==> config.mk <==
export PLATFORM = sky130hd
export DESIGN_NAME = loadable_down_counter_8bit_flat
export DESIGN_NICKNAME = d
export VERILOG_FILES = /design/src/rtl/loadable_down_counter_8bit_pkg.sv /design/src/rtl/loadable_down_counter_8bit_if.sv /design/src/rtl/loadable_down_counter_8bit.sv /design/src/flat_wrapper.sv
export SDC_FILE = /design/constraint.sdc
export NUM_CORES = 1
export LEC_CHECK = 0
export BUFFER_PORTS_ARGS = -buffer_cell sky130_fd_sc_hd__buf_2
export CORE_AREA = 2 2 39 41
export CTS_BUF_LIST = sky130_fd_sc_hd__clkbuf_16
export DETAILED_ROUTE_END_ITERATION = 10
export DIE_AREA = 0 0 41 43
export PLACE_DENSITY_LB_ADDON = 0.05
export SYNTH_ARGS = -nofsm -noshare
export SYNTH_HDL_FRONTEND = slang
export SYNTH_SLANG_ARGS = --single-unit
==> constraint.sdc <==
create_clock -name clk -period 5.1 [get_ports clk]
set_clock_uncertainty 0.2 [all_clocks]
set_input_delay 1.02 -clock clk [delete_from_list [all_inputs] [get_ports clk]]
set_output_delay 1.02 -clock clk [all_outputs]
set_load 0.01 [all_outputs]
==> src/rtl/loadable_down_counter_8bit_pkg.sv <==
// Shared constants and types for the 8-bit loadable down counter.
// The op enum names the action taken at the next clock edge.
package loadable_down_counter_8bit_pkg;

  localparam int WIDTH = 8;

  typedef logic [WIDTH-1:0] count_t;

  localparam count_t COUNT_ZERO = '0;
  localparam count_t COUNT_ONE  = count_t'(1);

  typedef enum logic [1:0] {
    OP_HOLD = 2'd0,
    OP_DEC  = 2'd1,
    OP_SAT  = 2'd2,
    OP_LOAD = 2'd3
  } op_e;

endpackage

==> src/rtl/loadable_down_counter_8bit_if.sv <==
// Control/data bundle for the loadable down counter.
// No handshake: load/enable/data_in are sampled on every rising edge, count/tc are always valid.
interface loadable_down_counter_8bit_if;
  import loadable_down_counter_8bit_pkg::*;

  logic   load;
  logic   enable;
  count_t data_in;
  count_t count;
  logic   tc;
  op_e    op;

  modport master (
    output load,
    output enable,
    output data_in,
    input  count,
    input  tc,
    input  op
  );

  modport slave (
    input  load,
    input  enable,
    input  data_in,
    output count,
    output tc,
    output op
  );

endinterface

==> src/rtl/loadable_down_counter_8bit.sv <==
// 8-bit down counter: parallel load beats enable, saturates at zero, tc decodes count == 0.
// The pending edge action is exported on bus.op for observation.
module loadable_down_counter_8bit
  import loadable_down_counter_8bit_pkg::*;
(
  input  logic                       clk,
  input  logic                       rst,
  loadable_down_counter_8bit_if.slave bus
);

  count_t r_count;
  op_e    w_op;

  always_comb begin
    w_op = OP_HOLD;
    if (bus.load) begin
      w_op = OP_LOAD;
    end else if (bus.enable) begin
      w_op = (r_count == COUNT_ZERO) ? OP_SAT : OP_DEC;
    end
  end

  always_ff @(posedge clk or negedge rst) begin
    if (!rst) begin
      r_count <= COUNT_ZERO;
    end else begin
      case (w_op)
        OP_LOAD: r_count <= bus.data_in;
        OP_DEC:  r_count <= r_count - COUNT_ONE;
        default: r_count <= r_count;
      endcase
    end
  end

  assign bus.count = r_count;
  assign bus.tc    = (r_count == COUNT_ZERO);
  assign bus.op    = w_op;

  // Checkers are disabled while reset is low so an async reset never trips them.
  property p_load_priority;
    @(posedge clk) disable iff (!rst)
      bus.load |=> (r_count == $past(bus.data_in));
  endproperty
  a_load_priority: assert property (p_load_priority);

  property p_saturate;
    @(posedge clk) disable iff (!rst)
      (!bus.load && bus.enable && r_count == COUNT_ZERO) |=> (r_count == COUNT_ZERO);
  endproperty
  a_saturate: assert property (p_saturate);

  property p_tc_decode;
    @(posedge clk) bus.tc == (r_count == COUNT_ZERO);
  endproperty
  a_tc_decode: assert property (p_tc_decode);

  property p_reset_clears;
    @(posedge clk) !rst |-> (r_count == COUNT_ZERO);
  endproperty
  a_reset_clears: assert property (p_reset_clears);

endmodule

==> src/flat_wrapper.sv <==
// flat-port wrapper written by rule: the top's interface ports become plain ports
module loadable_down_counter_8bit_flat import loadable_down_counter_8bit_pkg::*;
  (clk, rst, bus_load, bus_enable, bus_data_in, bus_count, bus_tc, bus_op);
  loadable_down_counter_8bit_if bus_i ();
  input  logic clk;
  input  logic rst;
  input wire logic [$bits(bus_i.load)-1:0] bus_load;
  input wire logic [$bits(bus_i.enable)-1:0] bus_enable;
  input wire logic [$bits(bus_i.data_in)-1:0] bus_data_in;
  output wire logic [$bits(bus_i.count)-1:0] bus_count;
  output wire logic [$bits(bus_i.tc)-1:0] bus_tc;
  output wire logic [$bits(bus_i.op)-1:0] bus_op;
  assign bus_i.load = bus_load;
  assign bus_i.enable = bus_enable;
  assign bus_i.data_in = bus_data_in;
  assign bus_count = bus_i.count;
  assign bus_tc = bus_i.tc;
  assign bus_op = bus_i.op;
  loadable_down_counter_8bit u_core (.clk(clk), .rst(rst), .bus(bus_i));
endmodule
**Word-level counts from Yosys, hierarchy flattened**

Index checks and enable logic that the tools add are counted.

- Register bits after elaboration: 8
- Output and inout port bits: 11
- Logic and storage cells: 10

- Mux-type cells: 4
- Equal/unequal tests: 2
- Reduce and logical (&&, ||, !) cells: 2
- Add/subtract/negate cells: 1

Operator list:

| kind | count |
|---|---|
| $pmux W8 S2 | 1 |
| $logic_not A8 Y1 | 1 |
| $sub A8 B1 Y8 const B | 1 |
| $mux W2 | 3 |
| $eq A2 B1 Y1 const B | 1 |
| $eq A2 B2 Y1 const B | 1 |
| $reduce_bool A2 Y1 | 1 |

**Longest topological paths before layout**

- Depth after elaboration: 6
- Mapped depth: 6

**Least setup slack after synthesis**

OpenSTA, ideal clock, no wires.

- Kind: reg-to-output
- From: register u_core.r_count[0] (netlist: u_core.bus.count[0])
- To: output port bus_op[1]
- Stages on the path, launching flop included: 7
- Path buffers: 0
- Data arrival time: 1.464 ns
- Data required time: 3.880 ns
- Slack: 2.416 ns
- Path through: dfrtp_1 -> inv_1 -> ha_1 -> nor3b_1 -> nand2_1 -> inv_1 -> a21o_1

- Cells in the longest elaborated chain, start to end: 4

RTL lines:

| element | line | RTL |
|---|---|---|
| start, declared | loadable_down_counter_8bit.sv:11 | `count_t r_count;` |
| start signal, assigned | loadable_down_counter_8bit.sv:28 | `OP_LOAD: r_count <= bus.data_in;` |
| start signal, assigned | loadable_down_counter_8bit.sv:29 | `OP_DEC: r_count <= r_count - COUNT_ONE;` |
| start signal, assigned | loadable_down_counter_8bit.sv:30 | `default: r_count <= r_count;` |
| $logic_not A8 Y1 | -- |  |
| named net bus_tc | flat_wrapper.sv:11 | `output wire logic [$bits(bus_i.tc)-1:0] bus_tc;` |
| $mux W2 | loadable_down_counter_8bit.sv:19 | `w_op = (r_count == COUNT_ZERO) ? OP_SAT : OP_DEC;` |
| $mux W2 | loadable_down_counter_8bit.sv:18 | `end else if (bus.enable) begin` |
| $mux W2 | loadable_down_counter_8bit.sv:16 | `if (bus.load) begin` |
| end, declared | flat_wrapper.sv:12 | `output wire logic [$bits(bus_i.op)-1:0] bus_op;` |

The timed path passes the listed nets, and every way through them passes these cells.

**Worst setup path after layout**

- From: register u_core.r_count[0] (netlist: u_core.bus.count[0])
- To: output port bus_op[0]

- Cells in the longest elaborated chain, start to end: 4

RTL lines:

| element | line |
|---|---|
| $logic_not A8 Y1 | loadable_down_counter_8bit.sv:19 |
| $mux W2 | loadable_down_counter_8bit.sv:19 |
| $mux W2 | loadable_down_counter_8bit.sv:18 |
| $mux W2 | loadable_down_counter_8bit.sv:16 |

No other way between the ends.

==> results.yml <==
setup_path:
  cp_max_fo: 4
  crit_type: "flop to output pin"
  startpoint: "u_core.bus.count[0]"
  cp-end-kind: "output pin"
  r2r_cells: 6
  endpoint: "bus_op[0]"
  r2r_slack_ns: 3.08
  r2r-start: "u_core.bus.count[0]"
  rr_endpoint: "u_core.bus.count[4]"
  cp.required_ns: 3.88
  start_kind: "flop"
  arrival_ns: 1.86
timing:
  fmax_mhz: 325
  min_period_ns: 3.08
  worst_pin_slew_ns: 0.506
  slew_headroom_pct: 65.9
  min_period_over_period_pct: 60.3
  grt_setup_unrepaired: "false"
  final_max_slew_viol_count: 0
  setup_violations: 0
  tns_ns: 0
  hold_viol_final: 0
  fin_ws_ns: 2.02
floorplan:
  ios: 23
  initial_utilization_pct: 40.3
  dieArea_sq_mm: 0.00176
  core_sq_mm: 0.00138
  fp.dieW_um: 41
  num_rows: 14
  die_height_um: 43
cells_and_area:
  area_growth_pct: 32.1
  drive_above_1_share_pct: 34.1
  diodes: 0
  fillCellCount: 135
  stdcell_count: 101
  largest_reg_flops: 8
  fin_area_sq_um: 737
  nets: 101
place:
  dp_slack_ns: 2.29
  post_dp_cell_area_sq_um: 662
  port_buffers: 22
  gp_congestion: 0.724
  place_inst: 98
  hpwlAfterDp_um: 861
routing:
  drc: 0
  drt_wl_total_um: 1180
  route.vias.total: 514
  drt_iter0_markers: 8
  routed_via_density: 5.09
  final_antenna_net_count: 0
  first_pass_iters: 4
  routedWlPerCell_um: 11.7
cts:
  cts_tree: "done"
  clk_latency_ns: 0.23
  clkTransAtPathRegs_ns: 0.04
  post_cts_buffers: 0
  htreeDepth: 1
  clockBufferDepth: 2
  root_buffer: "clkbuf_16"
  post_cts_resize_count: 0
  cts_made_buffers: 3
  cts.sinks: 8
  postCtsHoldBufs: 0
global_route:
  grt_max_degree: 22
  grt_use_met1_pct: 22.2
  grt_pass1_vias: 450
  use_met2_pct: 21.9
  grt_usage_pct: 16.6
  use_met3_pct: 4.71
  grt_first_pass_wirelength_um: 1880
  grt.busiest_layer: "met1"
  grt-ovfl-total: 0
  antenna_found_initial: 0
flow_run:
  maxCapViolCount: 0
synthesis:
  syn_avg_cell_area_sq_um: 9.00
  synthDistinctLibCells: 29
  yosysWarningCount: 0
  syn_area_sq_um: 558
  ys_seq_elements: 8
  yosysSeqAreaShare_pct: 35.9
  netlist_instances: 62
  synth_nets: 76
power_and_ir_drop:
  p_comb_share_pct: 19.9
  power_frac_seq_pct: 30.7
  ir_drop_uv: 186
  total_power_mw: 0.265
  p_clk_share_pct: 49.4
  switchingPower_mw: 0.0680
  p_per_area_mw_per_mm2: 359
  p_sw_share_pct: 25.7
  power.internal_mw: 0.197
  p_leak_nw: 0.349
status:
  outcome: "finished clean"
min_path:
  hold_path.class: "flop to flop"
  worstHoldStart: "u_core.bus.count[1]"
==> critical path: stages, from the launching register on <==
cell and delay (ns):
dfrtp_1 0.38, inv_1 0.12, ha_1 0.22, or3b_2 0.50, o21ai_4 0.19, nand2b_1 0.07, buf_2 0.13
==> placed cells by master (no fill, tap or decap), types with 2 or more instances in the layout <==
cell type | netlist | routed
nor4_1 | 2 | 2
ha_1 | 2 | 2
dfrtp_1 | 8 | 8
xnor2_1 | 2 | 2
nor2_1 | 2 | 2
a21oi_1 | 2 | 2
o21ai_0 | 4 | 4
inv_1 | 5 | 5
nand2_1 | 11 | 11
o311ai_0 | 2 | 2
nand3_1 | 2 | 2
buf_2 | 0 | 22
clkbuf_16 | 0 | 3
nor3_1 | 2 | 2
o21ai_1 | 2 | 2
==> routing by layer <==
metal  share of wire, %  routed length, um
met1                 49                574
met2                 45                524
met3                5.1                 60
met4                1.4                 17
met5                  0                  0
==> cells by family after synthesis <==
| kind of cell | after synthesis | synth area share (%) |
|---|---|---|
| multiplexers | 1 | 1.79 |
| XOR/XNOR | 3 | 4.71 |
| AO/OA/AOI/OAI | 15 | 19.7 |
| adder cells (fa/ha/maj) | 2 | 4.48 |
| AND/OR/NAND/NOR | 26 | 25.3 |
| flip-flops | 8 | 35.9 |
| buffers and inverters | 7 | 8.07 |
==> cells in the mapped netlist <==
library cell	instances	area (sq um)
a211oi_1	1	7.51
nor4_1	2	12.5
nor3_1	2	10.0
nand3b_1	1	7.51
mux2i_1	1	10.0
a21o_1	1	7.51
a211oi_2	1	12.5
nand3_1	2	10.0
o311ai_0	2	17.5
nand2_1	11	41.3
or3b_2	1	8.76
inv_1	5	18.8
nor2_1	2	7.51
dfrtp_1	8	200
a21oi_1	2	10.0
nor3b_1	1	7.51
xor2_1	1	8.76
clkbuf_8	1	13.8
ha_1	2	25.0
or4_4	1	11.3
o21ai_4	1	16.3
or3b_1	1	8.76
xnor2_1	2	17.5
o21ai_0	4	20.0
nand2b_1	1	6.26
nor4bb_1	1	10.0
dlymetal6s2s_1	1	12.5
a211o_1	1	8.76
o21ai_1	2	10.0
==> metrics by stage <==
stage          utilization [%]  hold slack (ns)
3_3_place_gp              47.8            0.383
6_report                  53.3            0.391
3_5_place_dp              47.8            0.387
5_1_grt                   53.3            0.438
2_1_floorplan                -            0.400
4_1_cts                   53.3            0.398
==> power by group through the flow <==
stage	clock network, mW	registers [mW]	logic [mW]
6_report	0.131	0.0813	0.0527
5_1_grt	0.138	0.0827	0.0598
3_5_place_dp	0	0.0824	0.0532
2_1_floorplan	0	0.0847	0.0313
4_1_cts	0.135	0.0815	0.0537
3_3_place_gp	0	0.0822	0.0532
==> cell type report <==
cell class              instances  area (sq um)  share of cell area [%]
inverters                       5          18.8                    2.55
multi-input cells              47           313                    42.4
well taps                      16          20.0                    2.72
flip-flops and latches          8           200                    27.2
clock buffers                   3          75.1                    10.2
repair buffers                 22           110                    14.9
==> worst min path at each step <==
stage / to / cells after the start
final: u_core.bus.count[1] / 2
after global routing: u_core.bus.count[1] / 2
after floorplan: u_core.bus.count[1] / 2
after CTS: u_core.bus.count[1] / 2
after global placement: u_core.bus.count[1] / 2
after detailed placement: u_core.bus.count[1] / 2
No activity file was read; power rests on OpenSTA's default activity.
